--- config.mk ---
export PLATFORM = sky130hd
export DESIGN_NAME = multicycle_control32
export DESIGN_NICKNAME = d
export VERILOG_FILES = /design/src/rtl/multicycle_control32.sv
export SDC_FILE = /design/constraint.sdc
export NUM_CORES = 1
export LEC_CHECK = 0
export CAP_MARGIN = 10
export CORE_UTILIZATION = 31
export CTS_CLUSTER_DIAMETER = 30
export CTS_CLUSTER_SIZE = 12
export DETAILED_ROUTE_END_ITERATION = 10
export PLACE_DENSITY = 0.83
export SYNTH_ARGS = -nofsm -noshare
export SYNTH_HDL_FRONTEND = slang
export SYNTH_SLANG_ARGS = --single-unit
--- constraint.sdc ---
create_clock -name clock -period 1.7 [get_ports clock]
set_clock_uncertainty 0.15 [all_clocks]
set_input_delay 0.34 -clock clock [delete_from_list [all_inputs] [get_ports clock]]
set_output_delay 0.34 -clock clock [all_outputs]
set_load 0.02 [all_outputs]
--- src/rtl/multicycle_control32.sv ---
// Multi-cycle control FSM for the 31-instruction Minisys-style MIPS core: IF/ID/EX/MEM/WB
// sequencing, state-gated datapath strobes, memory/IO ready handshake with a timeout.
module multicycle_control32 #(
    parameter int                   IO_HIGH_W   = 22,
    parameter logic [IO_HIGH_W-1:0] IO_HIGH_VAL = {IO_HIGH_W{1'b1}},
    parameter int                   MEM_TIMEOUT = 15
) (
    input  logic                 clock,
    input  logic                 reset,
    input  logic [5:0]           Opcode,
    input  logic [5:0]           Function_opcode,
    input  logic [IO_HIGH_W-1:0] Alu_resultHigh,
    input  logic                 Zero,
    input  logic                 Mem_ready,
    output logic [2:0]           State,
    output logic                 IRWrite,
    output logic                 PCWrite,
    output logic                 RegWrite,
    output logic                 MemRead,
    output logic                 MemWrite,
    output logic                 IORead,
    output logic                 IOWrite,
    output logic [1:0]           PCSrc,
    output logic                 RegDST,
    output logic                 ALUSrc,
    output logic                 MemorIOtoReg,
    output logic                 Jrn,
    output logic                 Jal,
    output logic                 Jmp,
    output logic                 Branch,
    output logic                 nBranch,
    output logic                 I_format,
    output logic                 Sftmd,
    output logic [1:0]           ALUOp,
    output logic                 Illegal,
    output logic                 Bus_error
);

    localparam logic [2:0] S_IF  = 3'd0;
    localparam logic [2:0] S_ID  = 3'd1;
    localparam logic [2:0] S_EX  = 3'd2;
    localparam logic [2:0] S_MEM = 3'd3;
    localparam logic [2:0] S_WB  = 3'd4;

    localparam int CNT_W = (MEM_TIMEOUT > 2) ? $clog2(MEM_TIMEOUT) : 1;
    localparam logic [CNT_W-1:0] TIMEOUT_LAST = CNT_W'((MEM_TIMEOUT == 0) ? 0 : MEM_TIMEOUT - 1);

    logic [2:0]       state, next_state;
    logic [CNT_W-1:0] wait_cnt;

    logic r_format, lw, sw, legal, io_space, timeout_hit;
    logic ir_write, pc_write, reg_write, mem_read, mem_write, io_read, io_write;
    logic illegal_pulse, bus_error_pulse;
    logic [1:0] pc_src;

    // Level decode, same meaning as the single-cycle control32.
    assign r_format     = (Opcode == 6'h00);
    assign lw           = (Opcode == 6'h23);
    assign sw           = (Opcode == 6'h2B);
    assign Branch       = (Opcode == 6'h04);
    assign nBranch      = (Opcode == 6'h05);
    assign Jmp          = (Opcode == 6'h02);
    assign Jal          = (Opcode == 6'h03);
    assign I_format     = (Opcode[5:3] == 3'b001);
    assign Jrn          = r_format && (Function_opcode == 6'h08);
    assign Sftmd        = r_format && (Function_opcode[5:3] == 3'b000) &&
                          (Function_opcode[2:0] != 3'd1) && (Function_opcode[2:0] != 3'd5);
    assign RegDST       = r_format;
    assign ALUSrc       = I_format || lw || sw;
    assign MemorIOtoReg = lw;
    assign ALUOp        = {r_format || I_format, Branch || nBranch};
    assign legal        = r_format || I_format || lw || sw || Branch || nBranch || Jmp || Jal;

    assign io_space    = (Alu_resultHigh == IO_HIGH_VAL);
    assign timeout_hit = (MEM_TIMEOUT != 0) && (wait_cnt == TIMEOUT_LAST);

    always_comb begin
        // NOTE: every combinational output gets a default first so no path infers a latch.
        next_state      = state;
        ir_write        = 1'b0;
        pc_write        = 1'b0;
        reg_write       = 1'b0;
        mem_read        = 1'b0;
        mem_write       = 1'b0;
        io_read         = 1'b0;
        io_write        = 1'b0;
        pc_src          = 2'd0;
        illegal_pulse   = 1'b0;
        bus_error_pulse = 1'b0;
        case (state)
            S_IF: begin
                ir_write   = 1'b1;
                next_state = S_ID;
            end
            S_ID: begin
                if (Jmp) begin
                    pc_write   = 1'b1;
                    pc_src     = 2'd2;
                    next_state = S_IF;
                end else if (Jrn) begin
                    pc_write   = 1'b1;
                    pc_src     = 2'd3;
                    next_state = S_IF;
                end else if (Jal) begin
                    next_state = S_WB;
                end else if (!legal) begin
                    illegal_pulse = 1'b1;
                    pc_write      = 1'b1;
                    next_state    = S_IF;
                end else begin
                    next_state = S_EX;
                end
            end
            S_EX: begin
                if (Branch || nBranch) begin
                    pc_write   = 1'b1;
                    pc_src     = ((Branch && Zero) || (nBranch && !Zero)) ? 2'd1 : 2'd0;
                    next_state = S_IF;
                end else if (lw || sw) begin
                    next_state = S_MEM;
                end else begin
                    next_state = S_WB;
                end
            end
            S_MEM: begin
                io_read   = lw && io_space;
                mem_read  = lw && !io_space;
                io_write  = sw && io_space;
                mem_write = sw && !io_space;
                // Ready takes priority over a timeout landing in the same cycle.
                if (Mem_ready) begin
                    if (lw) begin
                        next_state = S_WB;
                    end else begin
                        pc_write   = 1'b1;
                        next_state = S_IF;
                    end
                end else if (timeout_hit) begin
                    bus_error_pulse = 1'b1;
                    pc_write        = 1'b1;
                    next_state      = S_IF;
                end
            end
            S_WB: begin
                reg_write  = 1'b1;
                pc_write   = 1'b1;
                pc_src     = Jal ? 2'd2 : 2'd0;
                next_state = S_IF;
            end
            default: next_state = S_IF;
        endcase
    end

    // NOTE: sequential state uses non-blocking assignments so all registers update together.
    always_ff @(posedge clock) begin
        if (reset) begin
            state    <= S_IF;
            wait_cnt <= '0;
        end else begin
            state <= next_state;
            if (state == S_MEM && next_state == S_MEM && !Mem_ready)
                wait_cnt <= wait_cnt + CNT_W'(1);
            else
                wait_cnt <= '0;
        end
    end

    // Reset masks every strobe so no partial write completes in the reset cycle.
    assign State     = state;
    assign PCSrc     = pc_src;
    assign IRWrite   = ir_write        && !reset;
    assign PCWrite   = pc_write        && !reset;
    assign RegWrite  = reg_write       && !reset;
    assign MemRead   = mem_read        && !reset;
    assign MemWrite  = mem_write       && !reset;
    assign IORead    = io_read         && !reset;
    assign IOWrite   = io_write        && !reset;
    assign Illegal   = illegal_pulse   && !reset;
    assign Bus_error = bus_error_pulse && !reset;

endmodule

* Word-level counts from Yosys, hierarchy flattened
Index checks and enable logic that the tools add are counted.
** Cells by class
- Bitwise operators :: 1
- Reduce and logical (&&, ||, !) cells :: 41
- Equality and inequality tests :: 17
- Add/subtract/negate cells :: 1
- Muxes and demuxes :: 36
** Operators by type and width (number)
- two-way mux 3 bit :: 8
- == test 22 bit, second input constant :: 1
- logical AND 1 bit :: 21
- two-way mux 1 bit :: 21
- == test 6 x 2 -> 1 bit, second input constant :: 2
- == test 6 x 3 -> 1 bit, second input constant :: 2
- == test 6 bit, second input constant :: 2
- logical OR 1 bit :: 12
- case mux 3 bit (4 select lines) :: 1
- == test 3 x 2 -> 1 bit, second input constant :: 3
- two-way mux 2 bit :: 4
- == test 3 x 1 -> 1 bit, second input constant :: 2
- == test 6 x 4 -> 1 bit, second input constant :: 1
- zero test 3 bit :: 2
- zero test 6 bit :: 1
- case mux 2 bit (3 select lines) :: 1
- adder 4 x 1 -> 4 bit, second input constant :: 1
- == test 4 bit, second input constant :: 1
- zero test 1 bit :: 4
- case mux 1 bit (4 select lines) :: 1
- == test 3 bit, second input constant :: 1
- != test 3 x 1 -> 1 bit, second input constant :: 1
- != test 3 bit, second input constant :: 1
- OR reduction 2 bit :: 1
- inverter 1 bit :: 1
** Word-level totals
- Output and inout port bits :: 26
- Input port bits :: 38
- Flip-flop bits (word level) :: 7

* Longest topological paths before layout
Gate-level depths: netlist (run 1).
- Word-level depth :: 18
- Depth in mapped cells :: 6
- Mapped depth without buffers :: 5

* Worst setup path before layout (run 1)
No wires, ideal clock.
- Kind :: in2out
- Start point :: in Opcode[3]
- End point :: out PCSrc[1]
- Arrival :: 1771 ps
- Slack :: -561 ps
- Stages on the path :: 5
- Data required time :: 1210 ps
- Cell sequence :: buf_6 > or4_4 > nor2_2 > nand3b_1 > a21oi_1
** On the way
- Elaborated cells on any way between the ends :: 8
** RTL lines
- start, declared :: line 10 : input logic [5:0] Opcode,
- == test 6 x 2 -> 1 bit :: line 63 : assign Jal = (Opcode == 6'h03);
- via Jal :: line 28 : output logic Jal,
- two-way mux 2 bit :: line 147 : pc_src = Jal ? 2'd2 : 2'd0;
- case mux 2 bit (3 select lines) :: line 90 : case (state)
- end, declared :: line 23 : output logic [1:0] PCSrc,
The timed path passes the listed nets, and every way through them passes these cells.

* Final worst setup path (run 1)
- Start point :: in Opcode[2]
- End point :: out PCWrite
** On the way
- Word-level cells in the longest chain between the ends :: 14
- Elaborated cells on any way between the ends :: 25
** RTL lines
- zero test 6 bit :: line 57 : assign r_format = (Opcode == 6'h00);
- logical OR 1 bit (7 in a row) :: line 72 : assign legal = r_format || I_format || lw || sw || Branch || nBranch || Jmp || Jal;
- two-way mux 1 bit :: line 106 : end else if (!legal) begin
- two-way mux 1 bit :: line 104 : end else if (Jal) begin
- two-way mux 1 bit :: line 100 : end else if (Jrn) begin
- two-way mux 1 bit :: line 96 : if (Jmp) begin
- case mux 1 bit (4 select lines) * :: line 90
- logical AND 1 bit * :: line 172 : assign PCWrite = pc_write && !reset;
- end, declared :: line 17 : output logic PCWrite,
Every way passes the cells marked *; elsewhere a longest branch is shown, timed or not.

==> results.json, run 1 <==
{
  "status": "complete, but fails checks",
  "violations": "setup timing",
  "ios": 64,
  "cts_root_buf": "clkbuf_4",
  "ys_types": 46,
  "syn_area_um2": 862,
  "clk_latency_ps": 270,
  "crit_path_cell_trace": "buf_6, or4_4, nor3_4, a211oi_2, o221ai_2, buf_4",
  "cts.sinks": 7,
  "grt-ovfl-total": 0,
  "start_kind": "primary input",
  "grt_pass1_vias": 1355,
  "ys_warn_count": 0,
  "antenna_found_initial": 0,
  "cp_slowest_cell": "or4_4",
  "synth_nets": 151,
  "die_width_um": 54.7,
  "grtUsageTotal": 0.292,
  "cpLargestDelayFamily": "simple AND/OR/NAND/NOR gates",
  "fmax_mhz": 459,
  "io_buffers": 63,
  "hold_class": "primary input to flip-flop",
  "synth_top_area_share": 0.163,
  "syn_inst": 111,
  "diodes": 0,
  "hpwl_um": 2850,
  "drt_iter0_markers": 35,
  "final_nets": 262,
  "rsz0062_at_grt": "yes",
  "synth_edf_count": 0,
  "endpoint_kind": "output pin",
  "vias": 1376,
  "coreArea_um2": 2540,
  "relSlewSlack": 0.813,
  "place_congestion": 0.862,
  "die_area_um2": 3000,
  "final.min_clock_period_ps": 2180,
  "drtPass1Iterations": 4,
  "ys_seq_elements": 7,
  "timing.final.hold_violations": 0,
  "synth_area_leaders": "dfxtp_1 (16%), nor2_1 (5.7%), buf_6 (3.9%)",
  "fillerInstances": 132,
  "seq_area_frac_synth": 0.163,
  "p_per_area_nw_per_um2": 315,
  "cts_tree": "yes",
  "path_clk_slew_ps": 60,
  "start_util": 0.339,
  "maxCapViolations": 0,
  "path_depth": 6,
  "cpPeakStageDelay_ps": 550,
  "leakagePower_nw": 0.948,
  "clock_path_buffers": 2,
  "arrival_ps": 1690,
  "crit_required_ps": 1210,
  "cts_max_level": 1,
  "setup_ws_ps": -477,
  "numCtsBuffers": 3,
  "wire_per_inst_um": 18.3,
  "whs_ps": 327,
  "rows": 18,
  "area_growth_pct": 144,
  "vias_per_cell": 5.48,
  "dominantRegCellSynth": "dfxtp_1",
  "grt_max_degree": 12,
  "ctsHoldBuffers": 0,
  "crit_buf_inv": 2,
  "fin_util": 0.825,
  "avgSynthCellArea_um2": 7.77,
  "slew_violations": 0,
  "vdd_ir_drop_max_v": 0.000348,
  "drive_gt1_frac": 0.679,
  "min_path_cells": 3,
  "async_reset_ff_frac": 0,
  "yosysTopAreaCell": "dfxtp_1",
  "drc": 0,
  "grt_pass1_wl_um": 6160,
  "reg2reg_depth": 6,
  "die_h_um": 54.7,
  "fin_crit_sh": 1.28,
  "postRouteAntennaNets": 0,
  "crit_path_max_fanout": 3,
  "wl_um": 4580,
  "crit_type": "primary input to output pin",
  "setup_viol": 22,
  "worst-slew-pin-transition_ps": 277
}
==> cell usage in the layout, fill, tap and decap left out, types with 2 or more instances in the layout <==
| cell | Yosys | layout |
|---|---|---|
| a21oi_1 | 5 | 2 |
| a21oi_2 | 0 | 2 |
| and2b_2 | 2 | 2 |
| and3_1 | 4 | 2 |
| and3_4 | 0 | 2 |
| and4_1 | 2 | 2 |
| buf_2 | 0 | 21 |
| buf_4 | 2 | 45 |
| buf_6 | 3 | 28 |
| buf_8 | 0 | 2 |
| clkbuf_4 | 0 | 3 |
| clkdlybuf4s15_1 | 0 | 3 |
| clkdlybuf4s50_1 | 0 | 3 |
| dfxtp_1 | 7 | 4 |
| dfxtp_4 | 0 | 3 |
| dlygate4sd2_1 | 0 | 10 |
| ha_1 | 2 | 2 |
| inv_1 | 4 | 4 |
| nand2_1 | 8 | 4 |
| nand2_2 | 0 | 2 |
| nand2_4 | 0 | 2 |
| nand3_1 | 4 | 3 |
| nand3b_1 | 2 | 2 |
| nand4_1 | 5 | 5 |
| nor2_1 | 13 | 8 |
| nor2_4 | 0 | 6 |
| nor2b_1 | 4 | 2 |
| nor2b_4 | 0 | 3 |
| nor3_4 | 1 | 3 |
| nor4_2 | 0 | 3 |
| nor4_4 | 0 | 2 |
| nor4b_4 | 0 | 2 |
| o21ai_1 | 1 | 2 |
| or2_1 | 2 | 2 |
| or4_4 | 1 | 2 |
| xor2_1 | 2 | 2 |
==> registers in the layout (all words and copies together), names as in the netlist <==
| signal | flops |
|---|---|
| State | 3 |
| wait_cnt | 4 |
==> cell families (layout without fill, tap and decap cells) <==
kind of cell | count (synthesis) | in the layout | synth area share
AO/OA/AOI/OAI | 18 | 18 | 0.161
XOR/XNOR | 3 | 3 | 0.0305
adder cells (fa/ha/maj) | 2 | 2 | 0.0290
buffers and inverters | 11 | 121 | 0.106
flip-flops | 7 | 7 | 0.163
AND/OR/NAND/NOR | 70 | 70 | 0.511
==> repair_timing <==
item                       4_1_cts  5_1_grt
gates resized for setup        268       32
buffers inserted                 6       10
hold endpoints to repair         0        0
pin swaps                       25       14
setup endpoints to repair       29       26
==> routing by layer <==
metal / vias up / routed length, um / part of all wire / track usage
li1: 635 / - / - / -
met4: 0 / 168 / 0.037 / 0.158
met5: - / 0 / 0 / 0
met3: 18 / 242 / 0.053 / 0.0583
met1: 650 / 1800 / 0.39 / 0.306
met2: 73 / 2370 / 0.52 / 0.534
==> Yosys cell counts, types with 2 or more instances <==
cell and instances:
buf_6 3, or2_1 2, and2b_2 2, a21oi_1 5
clkbuf_8 2, nand2_1 8, nand3b_1 2, nor4b_1 2
nand2b_1 2, and4_1 2, and3_1 4, nand3_1 4
nor3_1 4, ha_1 2, nand4_1 5, buf_4 2
xor2_1 2, nor2_1 13, nor2b_1 4, dfxtp_1 7
inv_1 4, nor4_1 5, o21ai_0 2
==> worst min-delay path, delay by kind of cell <==
family / cells / cell delay (ps)
AOI/OAI and AO/OA: 1 / 40
buffers and inverters: 2 / 320
==> power by group <==
group	internal, mW	switching, mW	leakage, nW
Combinational	0.169	0.150	0.871
Clock	0.0871	0.0831	0.0177
Sequential	0.165	0.00827	0.0588
Total	0.421	0.241	0.948
==> worst paths after layout <==
| kind | startpoint | to | slack [ps] |
|---|---|---|---|
| setup / recovery | Opcode[2] | PCWrite | -480 |
| hold / removal | reset | State[0] | 330 |
| setup reg to reg | State[2] | State[1] | 30 |
| hold reg to reg | wait_cnt[0] | wait_cnt[0] | 380 |
==> metrics by stage <==
| step | std cells | setup TNS [ps] | setup slack (ps) | cell area (um2) | power, mW |
|---|---|---|---|---|---|
| after floorplan | 111 | -2500 | -472 | 927 | 0.276 |
| after global placement | 235 | -24060 | -1220 | 1800 | 0.437 |
| after detailed placement | 235 | -25400 | -1270 | 1800 | 0.447 |
| after CTS | 245 | -3580 | -412 | 1930 | 0.604 |
| after global routing | 251 | -5770 | -491 | 2100 | 0.683 |
| final | 251 | -4870 | -477 | 2100 | 0.662 |
==> area by class of cell <==
type                    instances  area [um2]  area share
multi-input cells              93         913       0.435
clock inverters                 1        5.00     0.00238
clock buffers                   3        22.5      0.0107
inverters                       4        15.0     0.00715
flip-flops and latches          7         151      0.0721
repair buffers                113         956       0.455
well taps                      30        37.5      0.0179
Power figures use the tool's default switching activity.
==> run 2, diff against run 1 <==
--- a/config.mk
+++ b/config.mk
@@ -8,7 +8,6 @@
 export CAP_MARGIN = 10
 export CORE_UTILIZATION = 31
 export CTS_CLUSTER_DIAMETER = 30
-export CTS_CLUSTER_SIZE = 12
 export DETAILED_ROUTE_END_ITERATION = 10
 export PLACE_DENSITY = 0.83
 export SYNTH_ARGS = -nofsm -noshare
==> results of run 2 <==
No change in the layout: final DEF, timing and power equal those of run 1.
